<file path="config.mk">
export PLATFORM = sky130hd
export DESIGN_NAME = pulsedet_gen
export DESIGN_NICKNAME = d
export VERILOG_FILES = /design/src/rtl/pulsedet_pkg.sv /design/src/rtl/sat_addsub.sv /design/src/rtl/pulsedet_gen.sv
export SDC_FILE = /design/constraint.sdc
export NUM_CORES = 1
export LEC_CHECK = 0
export CORE_AREA = 2 2 177 179
export CTS_BUF_LIST = sky130_fd_sc_hd__clkbuf_2 sky130_fd_sc_hd__clkbuf_4 sky130_fd_sc_hd__clkbuf_8
export CTS_CLUSTER_SIZE = 8
export DETAILED_ROUTE_END_ITERATION = 16
export DIE_AREA = 0 0 179 181
export DONT_BUFFER_PORTS = 1
export GPL_ROUTABILITY_DRIVEN = 1
export SYNTH_ARGS = -nofsm -noshare
export SYNTH_HDL_FRONTEND = slang
export SYNTH_SLANG_ARGS = --single-unit
</file>
<file path="constraint.sdc">
create_clock -name clock -period 10.1 [get_ports clock]
set_input_delay 2.02 -clock clock [delete_from_list [all_inputs] [get_ports clock]]
set_output_delay 2.02 -clock clock [all_outputs]
set_load 0.02 [all_outputs]
</file>
<file path="src/rtl/pulsedet_pkg.sv">
// Shared types and default parameter values for the pulse detector.
package pulsedet_pkg;

  typedef enum logic {
    IDLE = 1'b0,
    HOLD = 1'b1
  } state_t;

  localparam int DEF_WIDTH      = 10;
  localparam int DEF_QUAL_LEN   = 6;
  localparam int DEF_NOISE_COEF = 8;
  localparam int DEF_HOLD_W     = 12;
  localparam int DEF_CNT_W      = 16;

endpackage

</file>
<file path="src/rtl/sat_addsub.sv">
// Saturating unsigned add/subtract: result computed in WIDTH+1 bits and
// clamped to [0, 2^WIDTH-1].
module sat_addsub #(
  parameter int WIDTH = 10
) (
  input  logic [WIDTH-1:0] a,
  input  logic [WIDTH-1:0] b,
  input  logic             sub,
  output logic [WIDTH-1:0] y
);

  logic [WIDTH:0] ext;

  always_comb begin
    if (sub) ext = {1'b0, a} - {1'b0, b};
    else     ext = {1'b0, a} + {1'b0, b};
    // Bit WIDTH is a carry on add and a borrow on subtract.
    if (!ext[WIDTH]) y = ext[WIDTH-1:0];
    else if (sub)    y = '0;
    else             y = '1;
  end

endmodule

</file>
<file path="src/rtl/pulsedet_gen.sv">
// Log-magnitude pulse detector: qualify/holdoff FSM, noise-riding floor and
// desensing threshold. Retriggering is built in when PULSEDET_GEN_RETRIG_EN is defined.
module pulsedet_gen
  import pulsedet_pkg::*;
#(
  parameter int WIDTH      = DEF_WIDTH,
  parameter int QUAL_LEN   = DEF_QUAL_LEN,
  parameter int NOISE_COEF = DEF_NOISE_COEF,
  parameter int HOLD_W     = DEF_HOLD_W,
  parameter int CNT_W      = DEF_CNT_W
) (
  input  logic              clock,
  input  logic              reset,
  input  logic              ena,
  input  logic              det_ena,
  input  logic              noise_ride,
  input  logic              trigger_clr,
  input  logic [WIDTH-1:0]  mtl,
  input  logic [WIDTH-1:0]  desense_amt,
  input  logic [WIDTH-1:0]  desense_qual,
  input  logic [WIDTH-1:0]  retrig_diff,
  input  logic [HOLD_W-1:0] holdoff_len,
  input  logic [WIDTH-1:0]  logmag,
  output logic [WIDTH-1:0]  logmag_dly,
  output logic              trigger,
  output logic              slice_data,
  output logic [WIDTH-1:0]  thresh_out,
  output logic [WIDTH-1:0]  noise_out,
  output logic              retrigger_out,
  output logic              busy,
  output logic [CNT_W-1:0]  trig_count
);

  localparam int ACC_W = WIDTH + NOISE_COEF;

  state_t                     state, state_nxt;
  logic [HOLD_W-1:0]          hold_cnt, hold_nxt;
  logic [QUAL_LEN-1:0]        cross_pipe;
  logic [WIDTH-1:0]           lm_in;
  logic [QUAL_LEN:0][WIDTH-1:0] lm_pipe;
  logic [ACC_W-1:0]           acc, acc_nxt;
  logic [WIDTH-1:0]           floor_r, floor_sum, thresh, ds_thresh;
  logic [1:0]                 ds_pipe;
  logic [WIDTH:0]             qual_lvl;
  logic                       crossing, trigger_e, retrigger_e, ds_fire;

  assign crossing   = det_ena & (logmag > thresh);
  assign trigger_e  = (state == IDLE) & (&cross_pipe);
  assign noise_out  = acc[ACC_W-1:NOISE_COEF];
  assign thresh_out = thresh;
  assign logmag_dly = lm_pipe[QUAL_LEN];
  assign busy       = (state == HOLD);
  assign acc_nxt    = acc + {{NOISE_COEF{1'b0}}, logmag} - (acc >> NOISE_COEF);
  assign qual_lvl   = {1'b0, floor_r} + {1'b0, desense_qual};
  assign ds_fire    = (ds_pipe[1] | retrigger_e) & ({1'b0, logmag} > qual_lvl);

  sat_addsub #(.WIDTH(WIDTH)) u_floor_add (
    .a   (mtl),
    .b   (noise_out),
    .sub (1'b0),
    .y   (floor_sum)
  );

  sat_addsub #(.WIDTH(WIDTH)) u_desense_sub (
    .a   (logmag),
    .b   (desense_amt),
    .sub (1'b1),
    .y   (ds_thresh)
  );

`ifdef PULSEDET_GEN_RETRIG_EN
  logic [QUAL_LEN-1:0] rt_pipe;
  logic                rt_done;
  logic [WIDTH:0]      rt_lvl;
  logic                raw_retrig;

  assign rt_lvl      = {1'b0, thresh} + {1'b0, retrig_diff};
  assign raw_retrig  = (state == HOLD) & ({1'b0, logmag} > rt_lvl);
  // rt_done blocks repeat firing until the run of qualifying samples breaks.
  assign retrigger_e = (state == HOLD) & (&rt_pipe) & ~rt_done & ~trigger_clr;

  always_ff @(posedge clock) begin
    if (reset) begin
      rt_pipe       <= '0;
      rt_done       <= 1'b0;
      retrigger_out <= 1'b0;
    end else begin
      retrigger_out <= ena & retrigger_e;
      if (ena) begin
        rt_pipe <= {rt_pipe[QUAL_LEN-2:0], raw_retrig};
        rt_done <= &rt_pipe;
      end
    end
  end
`else
  assign retrigger_e   = 1'b0;
  assign retrigger_out = 1'b0;
`endif

  always_comb begin
    state_nxt = state;
    hold_nxt  = hold_cnt;
    case (state)
      IDLE: begin
        if (trigger_e) begin
          state_nxt = HOLD;
          hold_nxt  = holdoff_len;
        end
      end
      HOLD: begin
        // Exiting at a count of 1 makes holdoff_len samples of HOLD; 0 still gives one.
        if (trigger_clr)                   state_nxt = IDLE;
        else if (retrigger_e)              hold_nxt  = holdoff_len;
        else if (hold_cnt <= HOLD_W'(1))   state_nxt = IDLE;
        else                               hold_nxt  = hold_cnt - HOLD_W'(1);
      end
      default: state_nxt = IDLE;
    endcase
  end

  always_ff @(posedge clock) begin
    if (reset) begin
      state    <= IDLE;
      hold_cnt <= '0;
    end else if (ena) begin
      state    <= state_nxt;
      hold_cnt <= hold_nxt;
    end
  end

  always_ff @(posedge clock) begin
    if (reset) begin
      lm_in      <= '0;
      lm_pipe    <= '0;
      cross_pipe <= '0;
      slice_data <= 1'b0;
      acc        <= '0;
      floor_r    <= mtl;
      thresh     <= mtl;
      ds_pipe    <= '0;
      trigger    <= 1'b0;
      trig_count <= '0;
    end else begin
      lm_in   <= logmag;
      trigger <= ena & (trigger_e | retrigger_e);
      if (ena) begin
        lm_pipe    <= {lm_pipe[QUAL_LEN-1:0], lm_in};
        cross_pipe <= {cross_pipe[QUAL_LEN-2:0], crossing};
        slice_data <= cross_pipe[QUAL_LEN-1];
        ds_pipe    <= {ds_pipe[0], trigger_e};
        floor_r    <= noise_ride ? floor_sum : mtl;
        // Noise tracks only quiet IDLE samples so pulses do not inflate the floor.
        if (state == IDLE && !cross_pipe[0]) acc <= acc_nxt;
        if (ds_fire)                                 thresh <= ds_thresh;
        else if (state == IDLE || ds_pipe != 2'b00) thresh <= floor_r;
        if ((trigger_e | retrigger_e) && trig_count != '1)
          trig_count <= trig_count + CNT_W'(1);
      end
    end
  end

endmodule

</file>
==> results of run 1 <==
[path summary, 6_finish.rpt]
| check | from | endpoint | slack [ps] | depth (start not counted) |
|---|---|---|---|---|
| min | acc[0] | acc[0] | 460 | 2 |
| max | desense_qual[0] | thresh_out[3] | 4820 | 16 |
| min reg2reg | acc[0] | acc[0] | 460 | 2 |
| max reg2reg | floor_r[0] | thresh_out[3] | 5890 | 16 |
[worst max-delay path: cells and delay by family]
kind,cells,cell delay (ps)
AO/OA/AOI/OAI,10,2050
XOR/XNOR,1,90
AND/OR/NAND/NOR,2,410
adder cells (fa/ha/maj),3,900
[metal layers]
layer / wire [um] / GRT usage / up-vias
met3: 1100 / 0.0377 / 21
met2: 9790 / 0.214 / 125
met4: 366 / 0.0413 / 0
met1: 10100 / 0.177 / 3133
met5: 0 / 0 / -
li1: - / - / 3439
[report_power, final]
group / leakage, nW / switching (mW) / internal [mW]
registers: 1.31 / 0.0737 / 0.676
clock network: 0.209 / 0.288 / 0.213
logic: 2.52 / 0.398 / 0.329
total: 4.04 / 0.760 / 1.22
[stage by stage]
step / instances / util / total power, mW
3_3_place_gp: 1355 / 0.303 / 1.47
2_1_floorplan: 1014 / - / 1.37
3_5_place_dp: 1355 / 0.303 / 1.48
5_1_grt: 1388 / 0.318 / 2.14
4_1_cts: 1387 / 0.318 / 2.00
6_report: 1388 / 0.318 / 1.98
[flip-flops by register name, summed over array words and instances (netlist names)]
register / count
lm_in: 10
hold_cnt: 12
cross_pipe: 6
floor_r: 10
thresh_out: 10
trig_count: 16
slice_data: 1
logmag_dly: 10
acc: 18
lm_pipe: 60
ds_pipe: 2
busy: 1
trigger: 1
[layout by cell type (no fill, tap or decap), types with 15 or more instances in the layout]
cell	instances
a21oi_1	59
a22oi_1	15
clkbuf_8	17
dfxtp_1	137
edfxtp_1	20
ha_1	71
inv_1	91
mux2i_1	77
nand2_1	52
nand3_1	19
nor2_1	139
o21ai_0	49
xnor2_1	21
xor2_1	21
[layout make-up]
cell class,count,area (sq um),area share
clock inverter,15,195,0.0202
sequential,157,3340,0.347
antenna,1,2.50,0.000260
tap,396,495,0.0514
timing repair buffer,2,15.0,0.00156
clock buffer,17,234,0.0243
inverter,92,345,0.0358
multi-input combinational,708,5010,0.520
[cell families (layout without fill, tap and decap cells)]
| group | Yosys count | in the layout | synth area share |
|---|---|---|---|
| simple gates | 305 | 305 | 0.162 |
| compound gates | 196 | 196 | 0.136 |
| flops | 157 | 157 | 0.371 |
| buf+inv | 149 | 126 | 0.0719 |
| fa+ha+maj | 84 | 84 | 0.128 |
| mux | 80 | 80 | 0.0894 |
| xor+xnor | 42 | 42 | 0.0409 |
| other cells | 1 | 2 | 0.000417 |
==> metrics.txt, run 1 <==
leakage power=4.04 nW; Main synth FF type=dfxtp_1; DRC Markers=0; core area=30300 sq um; Die W=179 um; sequential fraction of the synthesis area=0.371; Fin Setup TNS=0 ps; Final setup viols=0; CP max FO=10; most used cell, CP=o21ai_0; total grt overflow=0; Total Routing Usage GR=0.135; startpoint types=input port; crit path kind=input port to flip-flop; Num CTS Buffers=17; fraction of layout cells with a size suffix above 1=0.0494; Synth Cell Area=9000 sq um; Synth Area per Inst=8.88 sq um; die height=181 um; IO Pins=118; WL final=21.4 mm; Synth top cells by count=nor2_1 (139), dfxtp_1 (137), inv_1 (91), mux2i_1 (77), ha_1 (71); Critical Path RT=10300 ps; Clock Skew=11.2 ps; Area Growth Syn to Fin=7.12%; critical path arrival=5470 ps; VDD IR-drop max=0.144 mV; post-synth top area share=0.305; final hold slack=461 ps; post-synth cell types=64; MaxCap Viol Count=0; Post-CTS Repair Setup Buffers=0; Max stage delay cell, worst path=a2111oi_0; Max Fclk=189 MHz; Hold Violations, Final=0; pre-CTS WS=4420 ps; critical path endpoint category=flip-flop; Mapped Cells=1014; PortBufs=0; #FFs+latches synth=157; status=complete, no violations; final worst path period share=0.523; htree depth=4; first-pass GRT wire length=34.2 mm; Final ANT Viol Nets=0; Least-Margin Pin Slew=692 ps; initial antenna violation count=1; Root Buffer=clkbuf_8; WL/cell=15.4 um; 1st-iter DRT viols=394; pwr/cell area=205 nW/um^2; Worst slew margin=0.538; Syn Nets=1166; HP Class=flip-flop to flip-flop; DR vias=6718; largest net degree at the start of global routing=148; Final Cell Area=9640 sq um; crit path cell chain=ha_1 > fa_1 > a21oi_1 > o211ai_1 > o21ai_0 > nand2b_1 > a21oi_1 > xor2_1 > ha_1 > o21a_1 > o21ai_0 > a2111oi_0 > o211ai_1 > and2_1 > a22oi_1 > o21ai_0; peak per-stage delay on the critical path=440 ps; Sink Count=157; drt pass-1 iters=5; vias in the first global route=6380; CTS tree=built; nets=1130; dpl hpwl=15.6 mm; number of flops mapped to enable cells by yosys=20; Fill cells=3080; CTS resizes=0; Hold-fix buffers, CTS=0; Initial Utilization=0.297; floorplan row count=64; Synth area leader=dfxtp_1; Ys Warns=0; clock latency on the worst-skew pair=460 ps; Area contributors post-synth=dfxtp_1 (30%), ha_1 (9.9%), mux2i_1 (8.6%); Slew Limit Fails=0; Setup WS post-layout=4820 ps; via-per-instance ratio=4.84; min Tclk post-route=5280 ps; post-synthesis async set-or-reset flop share=0; RSZ-0062 raised after global routing=false; gpl congestion=0.898; Longest Clk Path Bufs=2; clock slew at reported path FFs=100 ps; Placed Area=9210 sq um; Die Area=32400 sq um; most frequent cell after synthesis=nor2_1
Note: power is estimated with default switching activity, not from simulation.
==> run 2: changes to the inputs <==
Clock period 10.1 ns to 4.4 ns, I/O delays scaled along.
==> run 2 against run 1 <==
Combinational power increased by 130%. Critical path type is now flip-flop to flip-flop. Flip-flop and latch count unchanged. Worst hold slack got worse by 6.9 ps.
==> metrics.txt, run 2 (synthesis results as in run 1) <==
status=complete, no violations; Largest regs=lm_pipe (60), acc (18), trig_count (16); min Tclk post-route=4120 ps; Total Routing Usage GR=0.140; Sequential Power Share=0.377; flop2flop setup slack=280 ps; Finished Layout Cells=1391; 1st-iter DRT viols=357; Largest register FFs=60; DRC Markers=0; Final ANT Viol Nets=0; nets=1134; Num CTS Buffers=17; first-pass GRT wire length=35.4 mm; Initial Utilization=0.297; critical path arrival=4330 ps; WL final=22.2 mm; Tot Pwr=4.58 mW; P_sw=1.65 mW; Fin Setup TNS=0 ps; vias in the first global route=6487; CP max FO=10; Die W=179 um; sequential standard cell area=3340 sq um; hold_sp=acc[3]; Hold Violations, Final=0; crit path kind=flip-flop to flip-flop; Post-CTS Repair Setup Buffers=0; IO Pins=118; HP Class=flip-flop to flip-flop; drt pass-1 iters=4; Root Buffer=clkbuf_8; final hold slack=455 ps; MaxCap Viol Count=0; startpoint types=flip-flop; Setup WS post-layout=276 ps; P_int=2.93 mW; floorplan row count=64; Sink Count=157; area of the multi-input gates=5020 sq um; Post-Place Cells=1359; PortBufs=0; most common cell after layout, fill and taps aside=nor2_1; pre-CTS WS=-93.9 ps; Fill cells=3157; R2R depth=16; FF-to-FF Start=floor_r[0]; htree depth=4; Combinational Power Share=0.367; dpl hpwl=16.3 mm; Clock Skew=9.56 ps; FF-to-FF End=thresh_out[2]; most frequent cells in the layout=nor2_1 (139), dfxtp_1 (137), inv_1 (91); Slew Limit Fails=0; core area=30300 sq um; VDD IR-drop max=0.280 mV; leakage power=4.06 nW; largest net degree at the start of global routing=148; Reg with most FFs=lm_pipe; clock slew at reported path FFs=90 ps; clock latency on the worst-skew pair=450 ps; Switching Share=0.359; CTS tree=built; fraction of layout cells with a size suffix above 1=0.0543; Area Growth Syn to Fin=7.48%; Least-Margin Pin Slew=761 ps; Longest Clk Path Bufs=2; die height=181 um; Final setup viols=0; Worst slew margin=0.491; critical path endpoint category=flip-flop; DR vias=6857; Min-Delay Endpoint=acc[3]; WHS Path Cells=2; final worst path period share=0.937; pwr/cell area=474 nW/um^2; Die Area=32400 sq um; total grt overflow=0; Max Fclk=243 MHz; Clock power frac=0.256; RSZ-0062 raised after global routing=false; initial antenna violation count=0; Critical Path RT=4610 ps; WL/cell=15.9 um; Diodes inserted=0; via-per-instance ratio=4.93; gpl congestion=0.884
## run 2: cell count changes in the layout (fill, tap and decap cells not counted), sizes merged
cell,previous run,this run
clkbuf,17,22
clkinvlp,2,3
buf,2,6
clkinv,6,4
inv,98,92
bufinv,1,3
diode,1,0
## run 2: critical path, cell delays in order (launching register included)
cell       delay [ps]
edfxtp_1          450
ha_1              240
fa_1              400
a21oi_1           220
o211ai_1          160
o21ai_0           270
nand2b_1          100
a21oi_1           180
xor2_1             90
ha_1              300
o21a_1            120
o21ai_0            60
a2111oi_1         440
o211ai_1          180
and2_1            320
a22oi_1           250
o21ai_0           110
## run 2: layout make-up
type                       instances  share of cell area
clock buffer                      22              0.0300
clock inverter                    10              0.0141
inverter                          92              0.0357
multi-input combinational        708               0.519
sequential                       157               0.346
tap                              396              0.0512
timing repair buffer               6             0.00466
## run 2: power by group through the flow
| stage | Clock, mW | Combinational, mW | Sequential [mW] |
|---|---|---|---|
| 2_1_floorplan | 0 | 1.48 | 1.66 |
| 3_3_place_gp | 0 | 1.63 | 1.77 |
| 3_5_place_dp | 0 | 1.67 | 1.76 |
| 4_1_cts | 1.20 | 1.68 | 1.73 |
| 5_1_grt | 1.27 | 1.93 | 1.74 |
| 6_report | 1.17 | 1.68 | 1.73 |
## run 2: how the worst max path moves through the flow
stage | start | end | slack [ps]
2_1_floorplan | desense_qual[0] | thresh_out[8] | 310
3_3_place_gp | desense_qual[0] | thresh_out[1] | 10
3_5_place_dp | desense_qual[0] | thresh_out[5] | -90
4_1_cts | floor_r[0] | thresh_out[5] | 310
5_1_grt | floor_r[0] | thresh_out[7] | 7
6_report | floor_r[0] | thresh_out[2] | 280
## run 2: through the flow
| step | area (sq um) | util |
|---|---|---|
| floorplan | 9000 | - |
| global placement | 9240 | 0.304 |
| detailed placement | 9240 | 0.304 |
| CTS | 9670 | 0.318 |
| global route | 9670 | 0.319 |
| finish | 9670 | 0.319 |
## run 2: metal layers
metal / GRT usage / part of all wire
met1: 0.182 / 0.47
met2: 0.220 / 0.46
met3: 0.0383 / 0.052
met4: 0.0501 / 0.021
met5: 0 / 0
## run 2: timing repair
action	CTS	global route
resized for setup	0	2
setup endpoints to repair	0	10
hold buffers	0	0
==> run 3: changes to the inputs <==
Settings changed: CORE_AREA 2 2 177 179 to 2 2 187 189, DIE_AREA 0 0 179 181 to 0 0 189 191, SYNTH_HIERARCHICAL from default to 1.
==> run 3 against run 2 <==
Area after synthesis increased by 12%. Sequential share of layout area is 3.5 points lower. Highest routed layer is now met5. Setup slack better by 340 ps. Clock skew grew 11 ps. Worst hold slack improved by 7.2 ps. Count of clock-buffer cells in the layout shrank 5. Die area is 11% higher.
==> metrics.txt, run 3 <==
status=complete, no violations; htree depth=4; Worst slew margin=0.421; post-synth top area share=0.272; post-synthesis mux area share=0.106; Synth Cell Area=10100 sq um; RSZ-0062 raised after global routing=false; crit path kind=flip-flop to flip-flop; Placed Area=10400 sq um; largest family of logic cells by synthesized area=simple AND/OR/NAND/NOR gates; gpl congestion=0.886; Ys Warns=6; #FFs+latches synth=157; Sink Count=157; Mapped Cells=1148; Max stage delay cell, worst path=edfxtp_1; Die Area=36100 sq um; core area=34100 sq um; nets=1264; Least-Margin Pin Slew=862 ps; vias in the first global route=7103; simple-gate portion of the synthesized area=0.176; drt pass-1 iters=4; Synth top cells by count=nor2_1 (171), dfxtp_1 (137), mux2i_1 (96), inv_1 (92), ha_1 (73); Longest Clk Path Bufs=2; number of flops mapped to enable cells by yosys=20; most frequent cell after synthesis=nor2_1; Fin Setup TNS=0 ps; Slew Limit Fails=0; post-synth cell types=79; area share of fa/ha/maj cells after synthesis=0.116; MaxCap Viol Count=0; HP Class=flip-flop to flip-flop; sequential standard cell area=3340 sq um; clock latency on the worst-skew pair=450 ps; Clock Skew=20.9 ps; first-pass GRT wire length=38.4 mm; Final setup viols=0; Final Cell Area=10800 sq um; final hold slack=462 ps; Largest register FFs=60; total grt overflow=0; Fill cells=3540; IO Pins=118; largest net degree at the start of global routing=145; fraction of layout cells with a size suffix above 1=0.0748; leakage power=4.54 nW; Reg with most FFs=lm_pipe; die height=191 um; pwr/cell area=612 nW/um^2; CTS resizes=0; Final ANT Viol Nets=0; Main synth FF type=dfxtp_1; Largest regs=lm_pipe (60), acc (18), trig_count (16); dpl hpwl=18.0 mm; DRC Markers=0; Critical Path RT=4590 ps; Hold Violations, Final=0; Tot Pwr=6.60 mW; CTS tree=built; via-per-instance ratio=4.91; Root Buffer=clkbuf_8; Area Growth Syn to Fin=6.91%; Compound-Gate Fraction of Synth Area=0.147; Initial Utilization=0.296; Synth Area per Inst=8.78 sq um; Max Fclk=264 MHz; Hold-fix buffers, CTS=0; WL/cell=15.3 um; VDD IR-drop max=0.600 mV; startpoint types=flip-flop; sequential fraction of the synthesis area=0.332; crit path cell chain=ha_1 > a21o_1 > a21oi_1 > nor2b_1 > o21a_1 > o41ai_2 > nor4b_1 > nor3_1 > ha_1 > o2111ai_1 > a21oi_1 > o211ai_1 > buf_4 > mux2i_1 > a21oi_1; most used cell, CP=a21oi_1; PortBufs=0; floorplan row count=68; WL final=24.2 mm; most frequent cells in the layout=nor2_1 (171), dfxtp_1 (137), mux2i_1 (96); clock slew at reported path FFs=110 ps; initial antenna violation count=2; Total Routing Usage GR=0.131; critical path arrival=3980 ps; 1st-iter DRT viols=490; peak per-stage delay on the critical path=490 ps; Synth area leader=dfxtp_1; CP max FO=10; area of the multi-input gates=6070 sq um; Area contributors post-synth=dfxtp_1 (27%), mux2i_1 (9.5%), ha_1 (9.1%); XOR/XNOR share of the synthesized area=0.0550; post-synthesis async set-or-reset flop share=0; final worst path period share=0.860; Num CTS Buffers=17; Die W=189 um; most common cell after layout, fill and taps aside=nor2_1; DR vias=7754; Post-CTS Repair Setup Buffers=0; min Tclk post-route=3780 ps; critical path endpoint category=flip-flop
[run 3: metrics by stage]
stage | utilization | worst slack (ps) | cells
after floorplan | - | 627 | 1149
after global placement | 0.304 | 433 | 1546
after detailed placement | 0.304 | 307 | 1546
after CTS | 0.316 | 645 | 1578
after global routing | 0.316 | 350 | 1578
final | 0.316 | 615 | 1579
[run 3: logic make-up (layout without fill, tap and decap cells)]
group | after synthesis | in the layout
DFF | 157 | 157
muxes | 106 | 106
and+or+nand+nor | 366 | 366
buffers and inverters | 158 | 132
AOI/OAI and AO/OA | 214 | 214
xor gates and xnor gates | 59 | 59
adders and majority gates | 86 | 86
other | 2 | 4
[run 3: layout make-up]
type | count | share of cell area
sequential | 157 | 0.310
clock buffer | 17 | 0.0217
inverter | 93 | 0.0324
multi-input combinational | 834 | 0.563
clock inverter | 15 | 0.0152
timing repair buffer | 7 | 0.00487
tap | 455 | 0.0528
antenna | 1 | 0.000232
[run 3: per-layer routing]
metal | vias up | GRT usage | part of all wire
met5 | - | 0 | 0.00079
met4 | 2 | 0.0382 | 0.017
met3 | 30 | 0.0433 | 0.077
met2 | 200 | 0.200 | 0.43
met1 | 3591 | 0.176 | 0.47
li1 | 3931 | - | -
[run 3: path summary, 6_finish.rpt]
| path | startpoint | to | slack (ps) | cells past startpoint |
|---|---|---|---|---|
| max | floor_r[1] | thresh_out[0] | 620 | 15 |
| min | acc[7] | acc[7] | 460 | 2 |
| max reg2reg | floor_r[1] | thresh_out[0] | 620 | 15 |
| min reg2reg | acc[7] | acc[7] | 460 | 2 |
[run 3: report_power, final]
| group | switching, mW | internal (mW) | total [mW] |
|---|---|---|---|
| sequential | 0.253 | 1.61 | 1.86 |
| combinational | 2.01 | 1.65 | 3.66 |
| clock | 0.648 | 0.433 | 1.08 |
[run 3: worst max-delay path: cells and delay by family (launching register included)]
family,cells,cell delay [ps]
AOI/OAI and AO/OA,8,1400
adders and majority gates,2,620
muxes,1,210
buffers and inverters,1,240
DFF,1,490
and+or+nand+nor,3,550
